===== src/rtl/fetch_sequencer.sv =====
// Instruction-fetch sequencer: PC ownership, registered ROM read, 2-entry skid buffer,
// redirect flush and halt drain. Define FETCH_PERF_EN to add transfer/redirect counters.
module fetch_sequencer #(
  parameter int             AW       = 8,
  parameter int             IW       = 16,
  parameter logic [IW-1:0]  NOP_INST = '0
) (
  input  logic          clk,
  input  logic          rst,
  output logic [AW-1:0] rom_addr,
  input  logic [IW-1:0] rom_data,
  input  logic          redirect,
  input  logic [AW-1:0] redirect_pc,
  input  logic          halt_req,
  output logic          inst_valid,
  input  logic          inst_ready,
  output logic [IW-1:0] inst_out,
  output logic [AW-1:0] inst_pc,
  output logic          halted
`ifdef FETCH_PERF_EN
  ,
  output logic [15:0]   perf_fetched,
  output logic [15:0]   perf_redirects
`endif
);

  typedef enum logic [2:0] {PRIME, RUN, FLUSH, DRAIN, HALT} state_t;

  state_t        state, state_next;
  logic [AW-1:0] pc_p0;
  logic          vld_p1;
  logic [AW-1:0] pc_p1;
  logic [1:0]    count_p2;
  logic [IW-1:0] data_p2 [2];
  logic [AW-1:0] tag_p2  [2];

  logic          deliver, pop, push, issue;
  logic [1:0]    cnt_after_pop, occ_next;

  // Buffer bookkeeping: occupancy after this cycle's pop and push.
  always_comb begin
    deliver       = (state == RUN || state == DRAIN) && (count_p2 != 2'd0);
    pop           = deliver && inst_ready;
    cnt_after_pop = count_p2 - {1'b0, pop};
    push          = vld_p1 && (state == RUN || state == DRAIN) && !redirect;
    occ_next      = cnt_after_pop + {1'b0, push};
  end

  always_comb begin
    state_next = state;
    issue      = 1'b0;
    if (redirect) begin
      state_next = FLUSH;
    end else begin
      case (state)
        PRIME, FLUSH: begin
          issue      = 1'b1;
          state_next = RUN;
        end
        RUN: begin
          if (halt_req) state_next = DRAIN;
          else          issue      = !occ_next[1];
        end
        DRAIN: begin
          if (count_p2 == 2'd0 && !vld_p1) state_next = HALT;
        end
        HALT:    state_next = HALT;
        default: state_next = PRIME;
      endcase
    end
  end

  // Stage p0 -> p1: address issue; a redirect drops whatever is in flight.
  always_ff @(posedge clk or negedge rst) begin
    if (!rst) begin
      state    <= PRIME;
      pc_p0    <= '0;
      vld_p1   <= 1'b0;
      count_p2 <= 2'd0;
    end else begin
      state  <= state_next;
      vld_p1 <= issue;
      if (redirect)   pc_p0 <= redirect_pc;
      else if (issue) pc_p0 <= pc_p0 + AW'(1);
      count_p2 <= redirect ? 2'd0 : occ_next;
    end
  end

  // Stage p1 -> p2: returned word joins the buffer behind any surviving entry.
  always_ff @(posedge clk) begin
    if (issue) pc_p1 <= pc_p0;
    if (pop) begin
      data_p2[0] <= data_p2[1];
      tag_p2[0]  <= tag_p2[1];
    end
    if (push) begin
      data_p2[cnt_after_pop[0]] <= rom_data;
      tag_p2[cnt_after_pop[0]]  <= pc_p1;
    end
  end

  always_ff @(posedge clk) begin
    if (rst) assert (!(push && cnt_after_pop == 2'd2));
  end

  assign rom_addr   = pc_p0;
  assign inst_valid = deliver;
  assign inst_out   = deliver ? data_p2[0] : NOP_INST;
  assign inst_pc    = deliver ? tag_p2[0]  : '0;
  assign halted     = (state == HALT);

`ifdef FETCH_PERF_EN
  always_ff @(posedge clk or negedge rst) begin
    if (!rst) begin
      perf_fetched   <= 16'd0;
      perf_redirects <= 16'd0;
    end else begin
      if (pop && perf_fetched != 16'hFFFF)        perf_fetched   <= perf_fetched + 16'd1;
      if (redirect && perf_redirects != 16'hFFFF) perf_redirects <= perf_redirects + 16'd1;
    end
  end
`endif

endmodule


===== config.mk =====
export PLATFORM = sky130hd
export DESIGN_NAME = fetch_sequencer
export DESIGN_NICKNAME = d
export VERILOG_FILES = /design/src/rtl/fetch_sequencer.sv
export SDC_FILE = /design/constraint.sdc
export NUM_CORES = 1
export LEC_CHECK = 0
export BUFFER_PORTS_ARGS = -buffer_cell sky130_fd_sc_hd__buf_4
export CAP_MARGIN = 20
export CORE_ASPECT_RATIO = 1.25
export CORE_MARGIN = 4
export CORE_UTILIZATION = 50
export CTS_BUF_LIST = sky130_fd_sc_hd__clkbuf_2
export DETAILED_ROUTE_END_ITERATION = 16
export MAX_ROUTING_LAYER = met4
export PLACE_DENSITY_LB_ADDON = 0.12
export SLEW_MARGIN = 40
export SYNTH_ARGS = -nofsm -noshare
export SYNTH_HDL_FRONTEND = slang
export SYNTH_SLANG_ARGS = --single-unit

===== constraint.sdc =====
create_clock -name clk -period 4.9 [get_ports clk]
set_input_delay 1.47 -clock clk [delete_from_list [all_inputs] [get_ports clk]]
set_output_delay 1.47 -clock clk [all_outputs]
set_load 0.01 [all_outputs]

# Word level (Yosys, flattened, before mapping)

Memory sizes are Yosys's and may differ from the RTL's.
Index checks and enable logic that the tools add are counted.
Widths: inputs -> output; s select.

Memory bits (writable): 48
Word-level logic and storage cells: 47
Bits of input ports: 29
Memories kept: 2
ROM bits: 0
Output and inout port bits: 34
Latch bits: 0
Register bits after elaboration: 22

Memory list:

| name    | words | bits a word | rd ports | clocked after memory_dff | write ports | line | source |
|---|---|---|---|---|---|---|---|
| data_p2 | 2     | 16          | 2        | 0                        | 2           | 34   | `logic [IW-1:0] data_p2 [2];` |
| tag_p2  | 2     | 8           | 2        | 0                        | 2           | 35   | `logic [AW-1:0] tag_p2 [2];` |

Eq/ne operators: 6
Reduce and logical (&&, ||, !) cells: 15
Add/subtract/negate cells: 3
Multiply operators: 0
$lt $le $gt $ge: 0
Div/mod/pow operators: 0
Shifts and indexed selects: 0
Bitwise gates (word level): 0
Mux-type cells: 16

Operators by type and width:

| kind                | number |
|---|---|
| $mux 8              | 3 |
| $mux 16             | 1 |
| $pmux 3 s4          | 1 |
| $mux 3              | 3 |
| $add 8x1->8 const B | 1 |
| $eq 3x2->1 const B  | 2 |
| $mux 1              | 6 |
| $logic_and 1x1->1   | 5 |
| $reduce_bool 2->1   | 2 |
| $eq 3x1->1 const B  | 1 |
| $eq 3x3->1 const B  | 1 |
| $logic_not 1->1     | 3 |
| $logic_not 3->1     | 1 |
| $ne 3x2->1 const B  | 1 |
| $ne 3x3->1 const B  | 1 |
| $add 2x1->2         | 1 |
| $logic_not 2->1     | 1 |
| $mux 2              | 1 |
| $pmux 1 s2          | 1 |
| $reduce_and 2->1    | 1 |
| $reduce_or 2->1     | 1 |
| $sub 2x1->2         | 1 |
| $logic_or 1x1->1    | 1 |

# Logic depth before layout (Yosys ltp)

Gate-level depths: netlist of run 1.

Depth in word-level cells: 12
Depth in mapped cells: 11
Depth with buffers taken out: 10

# Worst setup path after synthesis of run 1

Ideal clock, no wire load.

Kind: input port to flip-flop
From: input redirect
To: register pc_p1[0], enable pin
Setup time: 0.373 ns
Buffers on the path: 2
Arrival: 3.643 ns
Stages: 8
Required time: 4.527 ns
Path slack: 0.884 ns
Cells stage by stage: clkbuf_1 > inv_1 > and4_1 > ha_1 > xnor3_2 > a22oi_2 > buf_4 > nor2_1

Cells in the longest elaborated chain, start to end: 7

Ends and longest elaborated chain:

| item                 | line | source |
|---|---|---|
| start, declared      | 12   | `input logic redirect,` |
| $logic_not 1->1      | 45   | `push = vld_p1 && (state == RUN \|\| state == DRAIN) && !redirect;` |
| $logic_and 1x1->1    | 45   |  |
| $add 2x1->2          | 46   | `occ_next = cnt_after_pop + {1'b0, push};` |
| $logic_not 1->1      | 62   | `else issue = !occ_next[1];` |
| $mux 1               | 61   | `if (halt_req) state_next = DRAIN;` |
| $pmux 1 s2           | 55   | `case (state)` |
| $mux 1 (*)           | 52   | `if (redirect) begin` |
| named net issue      | 37   | `logic deliver, pop, push, issue;` |
| end signal, assigned | 91   | `if (issue) pc_p1 <= pc_p0;` |
| end, declared        | 32   | `logic [AW-1:0] pc_p1;` |

Mark *: on every way through the listed nets, which the timed path passes. The rest lies on a longest branch.
A chain may end at the register's enable or synchronous reset.

# Worst setup path after layout of run 1

From: input redirect
To: register pc_p1[5], enable pin

Same word-level chain as after synthesis.

==> results.md, run 1 <==
- Counting every net in the synthesized netlist gives 223.
- Clock tree synthesis found a total of 70 sinks.
- The root buffer cell is sky130_fd_sc_hd__clkbuf_2.
- The area growth from synthesis to layout is 21.4%.
- The worst pin sits at a relative slew slack of 53.9%.
- The initial antenna violation count is 0.
- The antenna diode count is 0.
- The fraction of synthesized cell area taken by the top area cell type is 58.0%.
- The cell row count is 30.
- The power share of the combinational group is 12.6%.
- In the synthesized netlist the async set-or-reset flop fraction comes to 20.0%.
- The detail route stage leaves a number of antenna-violating nets equal to 0.
- The number of buffers inserted for hold repair after clock tree synthesis is 0.
- For the pin with the worst max-slew slack, the measured transition is 0.689 ns.
- The worst setup path is captured at a register.
- Detailed placement ended at an HPWL of 3400 um.
- The CTS clock-pin slew for the worst setup and hold paths is 0.17 ns.
- The CTS H-tree depth is 3.
- The peak supply drop is 0.183 mV.
- The number of cells upsized or downsized after cts is 0.
- After filler insertion, the fill cell instance count of the layout stands at 423.
- Summed over all nets, the switching power comes to 0.282 mW.
- The clock passes through at most 2 buffers.
- In this run the static leakage power is 1.39 nW.
- The total of flip-flops plus latches after synthesis is 70.
- The count of synthesis-stage warnings from yosys is 0.
- The pre-antenna-repair detailed-routing pass consisted of 4 iterations.
- The power density over cell area is 312 nW/um^2.
- The number of different library cells used by synthesis comes to 32.
- Summing over every cut layer, the via total after detailed routing is 1719.
- The area used by multi-input combinational logic is 817 um^2.
- The via count of the first global-routing pass is 1813.
- The run finished with clean final reports.
- The mapped cell area is 2900 um^2.
- The min-delay analysis places its worst path in the category register to register.
- For this run, the leading register cell type out of synthesis is sky130_fd_sc_hd__edfxtp_1.
- The number of maximum-capacitance constraint violations is 0.
- After layout, the worst path uses 67.1% of the clock period.
- The endpoint required time on the critical path is 5.07 ns.
- The total count of hold-check failures in the final report is 0.
- Sorting the synthesized cells by area gives the leading types as sky130_fd_sc_hd__edfxtp_1, sky130_fd_sc_hd__dfrtp_1, sky130_fd_sc_hd__mux2_2, sky130_fd_sc_hd__and2_1, sky130_fd_sc_hd__ha_1.
- The share of final-layout standard cells stronger than drive strength 1 is 41.4%.
- The relative contribution of the clock network to total power is 22.9%.
- The pin count of the biggest net entering global routing is 27.
- The buffers inserted during post-CTS setup optimization is 0.
- The critical path in this run is classified as primary input to register.
- The gate count after technology mapping is 190.
- The global-route wire length before repair is 8400 um.
- The later pin in the worst-skew pair is clocked with a latency of 0.47 ns.
- The initial standard-cell utilization of the core is 52.6%.
- The cell type with the highest aggregate area in the netlist is sky130_fd_sc_hd__edfxtp_1.
- The switching share of power is 25.6%.
- For the worst setup path, the data arrival time is 3.46 ns.
- The internal power summed over all cells is 0.818 mW.
- In this run, synthesis inferred 56 flip-flops with an integrated enable.
- In this run, flip-flops and latches consume 64.5% of the power.
- The nature of the critical path startpoint is a primary input.
- Timing would allow up to 304 MHz.
- The number of buffers created by CTS is 9.
- Setup repair after global routing left no endpoint under its margin.
- For this run, the register share of the synthesized area comes to 70.1%.
- The number of buffers inserted by port buffering is 62.
- The net count of the finished layout is 291.
- The worst path in the final design needs a cycle of 3.29 ns, including I/O delays and setup.
- The area enclosed by the die boundary is 7090 um^2.
- TritonCTS built the clock tree.
- The remaining global-route overflow is 0.
- After detailed routing, the number of remaining DRC violations is 0.
- The weighted congestion reported at the end of routability-driven placement is 0.846.
- The library cell used most frequently in the layout, excluding fill and tap cells, is sky130_fd_sc_hd__buf_4.
- The I/O pin count is 63.
- In the final routed layout, each cell accounts on average for 14.9 um.
- The total area inside the core boundary comes to 5520 um^2.
- The final layout contains routed wiring with a total length of 4890 um.
- Along the worst path, the maximum fanout reaches 15.
- The chip height is 93.2 um.
- In the layout the commonest cells are sky130_fd_sc_hd__buf_4, sky130_fd_sc_hd__edfxtp_1, sky130_fd_sc_hd__and2_1.
- The clock arrives with 0.0216 ns of skew.
- The final count of negative-setup-slack endpoints is 0.
- The sequential cell area is 2030 um^2.
- After synthesis, the mean cell area works out to 15.3 um^2.
- The via density per instance is 5.26.
- Global routing used 15.5% of the available tracks across all layers.
- Measured along the x axis, the die boundary spans 76.1 um.
- The number of design-rule violations left by the first detailed-router iteration is 82.
- The max-slew violation count is 0.
- Setup total negative slack on the finished layout was measured at 0 ns.
- The design draws 1.10 mW.
==> cell usage after synthesis (2+ instances only) <==
cell type and count:
sky130_fd_sc_hd__edfxtp_1 56, sky130_fd_sc_hd__and2_1 25, sky130_fd_sc_hd__mux2_2 24, sky130_fd_sc_hd__dfrtp_1 14, sky130_fd_sc_hd__nor2_1 11, sky130_fd_sc_hd__a31oi_1 6
sky130_fd_sc_hd__clkbuf_1 6, sky130_fd_sc_hd__inv_1 6, sky130_fd_sc_hd__ha_1 4, sky130_fd_sc_hd__nand2_1 4, sky130_fd_sc_hd__nand3_1 4, sky130_fd_sc_hd__o21ai_0 4
sky130_fd_sc_hd__or3_1 3, sky130_fd_sc_hd__or4_1 3, sky130_fd_sc_hd__nor3_1 2, sky130_fd_sc_hd__o31ai_1 2
==> layout make-up <==
cell class                 instances  area share, %
sequential                        70           57.7
tap                               64           2.27
clock buffer                      11           1.56
inverter                           6          0.640
timing repair buffer              65           13.9
multi-input combinational        106           23.2
clock inverter                     5          0.746
==> state kept, by name, indices dropped and copies added, names as in the netlist <==
register  cells
data_p2      32
rom_addr      8
vld_p1        1
count_p2      2
tag_p2       16
pc_p1         8
state         3
==> critical path, cell delays in order <==
cell                      delay [ns]
sky130_fd_sc_hd__buf_4          0.14
sky130_fd_sc_hd__inv_1          0.33
sky130_fd_sc_hd__and4_1         0.29
sky130_fd_sc_hd__ha_1           0.19
sky130_fd_sc_hd__xnor3_2        0.26
sky130_fd_sc_hd__a22oi_2        0.45
sky130_fd_sc_hd__nor2_1         0.32
==> power by group through the flow <==
| stage | logic (mW) | registers, mW | clock network (mW) |
|---|---|---|---|
| CTS | 0.142 | 0.709 | 0.261 |
| finish | 0.139 | 0.709 | 0.252 |
| global route | 0.158 | 0.715 | 0.292 |
| global placement | 0.139 | 0.721 | 0 |
| floorplan | 0.0770 | 0.717 | 0 |
| detailed placement | 0.141 | 0.722 | 0 |
==> per-layer routing <==
layer / part of all wire (%) / track usage [%]
met3: 6.1 / 5.68
met5: 0 / -
met2: 46 / 23.7
met4: 2.4 / 7.14
met1: 46 / 18.5
==> path summary, 6_finish.rpt <==
check | startpoint | end | slack (ns) | cells after the start
setup / recovery | redirect | pc_p1[5] | 1.61 | 7
min in group asynchronous | rst | rom_addr[1] | 0.80 | 1
hold reg to reg | pc_p1[5] | tag_p2[1][5] | 0.46 | 0
max in group asynchronous | rst | rom_addr[4] | 3.91 | 1
hold / removal | pc_p1[5] | tag_p2[1][5] | 0.46 | 0
setup reg to reg | state[0] | pc_p1[5] | 1.94 | 10
==> cells by family after synthesis <==
family          share of synthesized area [%]
buf+inv                                  1.94
fa+ha+maj                                1.73
compound gates                           3.93
xor+xnor                                 1.12
simple gates                             11.6
mux                                      9.66
flops                                    70.1
==> metrics by stage <==
stage | hold WS [ns] | instances | util, % | area [um^2] | setup slack (ns)
final | 0.461 | 327 | 63.8 | 3520 | 1.61
after global routing | 0.486 | 327 | 63.8 | 3520 | 1.43
after CTS | 0.469 | 327 | 63.8 | 3520 | 1.63
after detailed placement | 0.441 | 311 | 62.3 | 3440 | 1.10
after global placement | 0.434 | 311 | 62.3 | 3440 | 1.19
after floorplan | 0.420 | 190 | - | 2900 | 0.884
Power figures use the tool's default switching activity.
==> run 2, diff against run 1 <==
Clock period 4.9 ns to 3.1 ns, I/O delays scaled along.
==> run 2 against run 1 <==
Against the previous run: non-clock buffer count increased by 1; worst setup slack got worse by 1.2 ns; sequential power increased by 58%; utilization increased by 0.63 points; sequential share of layout area decreased by 0.57 points; largest cell class unchanged; clock skew increased by 0.0067 ns; cell count increased by 0.31%; first-iteration DRC count increased by 33%; critical path depth decreased by 2; die area unchanged; via count increased by 1.3%.
==> results.md, run 2 (same netlist as run 1, synthesis figures left out) <==
- Status: finished, final reports clean (unchanged).
- The share of the clock period used by the worst path is 86.3%.
- The total negative slack is 0 ns (unchanged).
- The number of buffers inserted by port buffering is 62 (unchanged).
- The nature of the critical path startpoint was a register (was primary input).
- The post-route worst hold slack is 0.288 ns (was 0.461 ns).
- The most common library cell in the layout ignoring fill and taps is sky130_fd_sc_hd__buf_4 (unchanged).
- The cell area after placement was 3450 um^2 (was 3440 um^2).
- The first-pass iteration count of the detailed router is 5 (was 4).
- The layout-stage area growth over the synthesis result is 22.6% (was 21.4%).
- The endpoint required time on the critical path is 2.17 ns (was 5.07 ns).
- The remaining design rule violation count is 0 (unchanged).
- The total count of hold-check failures in the final report is 0 (unchanged).
- The area inside the core boundary is 5520 um^2 (unchanged).
- The arrival time at the worst endpoint was 1.75 ns (was 3.46 ns).
- The register ranked first by flip-flop count is data_p2 (unchanged).
- The via density per instance was 5.31 (was 5.26).
- The slew at the pin closest to its max-slew limit came to 0.600 ns (was 0.689 ns).
- Counting stages on the worst path, the most repeated cell is sky130_fd_sc_hd__buf_4.
- The buffers inserted during post-CTS setup optimization is 0 (unchanged).
- The slowest cell on the critical path is sky130_fd_sc_hd__dfrtp_1 (was sky130_fd_sc_hd__a22oi_2).
- The max-slew violation count is 0 (unchanged).
- The CTS clock-pin slew for the worst setup and hold paths is 0.17 ns (about the same).
- The largest clock skew in the final design is 0.0283 ns (was 0.0216 ns).
- CP cell instances: inv_1 -> nor3_2 -> buf_4 -> and2_1 -> buf_4 (was buf_4 -> inv_1 -> and4_1 -> ha_1 -> xnor3_2 -> a22oi_2 -> nor2_1).
- The maximum clock frequency is 374 MHz.
- The CTS H-tree depth is 3 (unchanged).
- The slack of the worst reg-to-reg path is 0.43 ns (was 1.94 ns).
- The worst slack after detailed placement is 0.0767 ns (was 1.10 ns).
- The peak supply drop is 0.302 mV (was 0.183 mV).
- The vias after detailed routing was 1741 (was 1719).
- The critical path endpoint category is a primary output (was register).
- The clock latency on the worst-skew pair came to 0.46 ns (was 0.47 ns).
- The number of buffers inserted for hold repair after clock tree synthesis is 0 (unchanged).
- The length in cells of the worst reg-to-reg path was 9 (was 10).
- The power density over cell area came to 515 nW/um^2 (was 312 nW/um^2).
- The filler cell count is 441 (was 423).
- The via count of the first global-routing pass came to 1691 (was 1813).
- The remaining global-route overflow came to 0 (unchanged).
- The weighted congestion reported at the end of routability-driven placement came to 0.823 (was 0.846).
- The detailed-placement wirelength estimate is 3420 um (was 3400 um).
- The total power draw is 1.83 mW (was 1.10 mW).
- The pin count of the biggest net entering global routing is 26 (was 27).
- The routed design could run at a clock period as short as 2.68 ns.
- The worst-case setup margin in the final layout is 0.425 ns (was 1.61 ns).
- The post-detailed-route wirelength per cell is 15.4 um (was 14.9 um).
- The number of clock sinks was 70 (unchanged).
- The total global-route track usage is 15.8% (was 15.5%).
- The final non-filler cell area is 3560 um^2 (was 3520 um^2).
- The final count of negative-setup-slack endpoints came to 0 (unchanged).
- The final core utilization was 64.4% (was 63.8%).
- The cell row count was 30 (unchanged).
- The largest buffer count on any clock path is 2 (unchanged).
- Largest registers in the final layout: data_p2 (32), tag_p2 (16) (unchanged).
- The flip-flop count of the largest register after layout is 32 (unchanged).
- The number of nets in the finished design came to 292 (was 291).
- The chip height is 93.2 um (unchanged).
- The area used by multi-input combinational logic is 822 um^2 (was 817 um^2).
- The number of design-rule violations left by the first detailed-router iteration is 109 (was 82).
- Most frequent cells in the layout: sky130_fd_sc_hd__buf_4, sky130_fd_sc_hd__edfxtp_1, sky130_fd_sc_hd__and2_1 (unchanged).
- The relative slew slack is 60.0% (was 53.9%).
- The share of final-layout standard cells stronger than drive strength 1 is 42.4% (was 41.4%).
- The filler-free cell count of the finished design is 328 (was 327).
- The initial standard-cell utilization of the core is 52.6% (unchanged).
- The TritonCTS clock tree is yes (unchanged).
- Setup repair after global routing missed its margin: false (unchanged).
- The area enclosed by the die boundary came to 7090 um^2 (unchanged).
- The type of the tightest min-delay check is primary input to asynchronous set/reset pin (was register to register).
- The number of cells upsized or downsized after cts is 0 (unchanged).
- The number of maximum-capacitance constraint violations was 0 (unchanged).
- The initial antenna violation count is 0 (unchanged).
- The leakage power total came to 1.41 nW (was 1.39 nW).
- The sequential cell area came to 2030 um^2 (unchanged).
- The type of the worst setup path is register to primary output (was primary input to register).
- The largest fanout on the critical path is 25 (was 15).
- The horizontal extent of the die came to 76.1 um (unchanged).
- The number of buffers created by CTS is 9 (unchanged).
- The I/O pin count was 63 (unchanged).
- The maximum single-stage delay on the critical path is 0.45 ns (about the same).
- The number of placed instances, taps included is 312 (was 311).
- The count of nets left with antenna violations after detail routing is 0 (unchanged).
- The root buffer cell is sky130_fd_sc_hd__clkbuf_2 (unchanged).
- The antenna diode count is 0 (unchanged).
- The routed wire length is 5040 um (was 4890 um).
- The global-route wire length before repair is 8530 um (was 8400 um).
-- run 2: cell types whose count changed in the layout (fill, tap and decap cells not counted), sizes merged --
cell	change
buf	+1
bufinv	+1
clkbuf	+2
clkinv	-2
clkinvlp	-1
-- run 2: final timing paths --
| check | start | endpoint |
|---|---|---|
| max | state[0] | inst_pc[5] |
| min | rst | rom_addr[1] |
| max reg2reg | state[0] | pc_p1[4] |
| min reg2reg | pc_p1[3] | tag_p2[1][3] |
| max in group asynchronous | rst | state[1] |
| min in group clk | pc_p1[3] | tag_p2[1][3] |
-- run 2: layer usage --
layer / vias up / routed length (um) / GRT usage [%] / share of wire, %
met5: - / 0 / - / 0
li1: 847 / - / - / -
met2: 54 / 2480 / 23.9 / 49
met3: 6 / 310 / 5.49 / 6.1
met4: 0 / 53 / 6.12 / 1.1
met1: 834 / 2190 / 19.5 / 44
-- run 2: critical path, delay by kind of cell, from the launching register on --
| kind | cells | cell delay, ns |
|---|---|---|
| buffers and inverters | 3 | 0.49 |
| and+or+nand+nor | 2 | 0.36 |
| DFF | 1 | 0.45 |
-- run 2: final cells by class --
| class | count | area share (%) |
|---|---|---|
| Clock buffer | 13 | 1.83 |
| Clock inverter | 3 | 1.09 |
| Inverter | 6 | 0.633 |
| Multi-Input combinational cell | 106 | 23.1 |
| Sequential cell | 70 | 57.1 |
| Tap cell | 64 | 2.25 |
| Timing Repair Buffer | 66 | 13.9 |
-- run 2: where the power goes --
group | switching [mW] | internal [mW] | total [mW] | leakage [nW]
Sequential | 0.0415 | 1.08 | 1.12 | 0.677
Combinational | 0.113 | 0.111 | 0.224 | 0.656
Clock | 0.290 | 0.197 | 0.487 | 0.0736
Total | 0.445 | 1.39 | 1.83 | 1.41
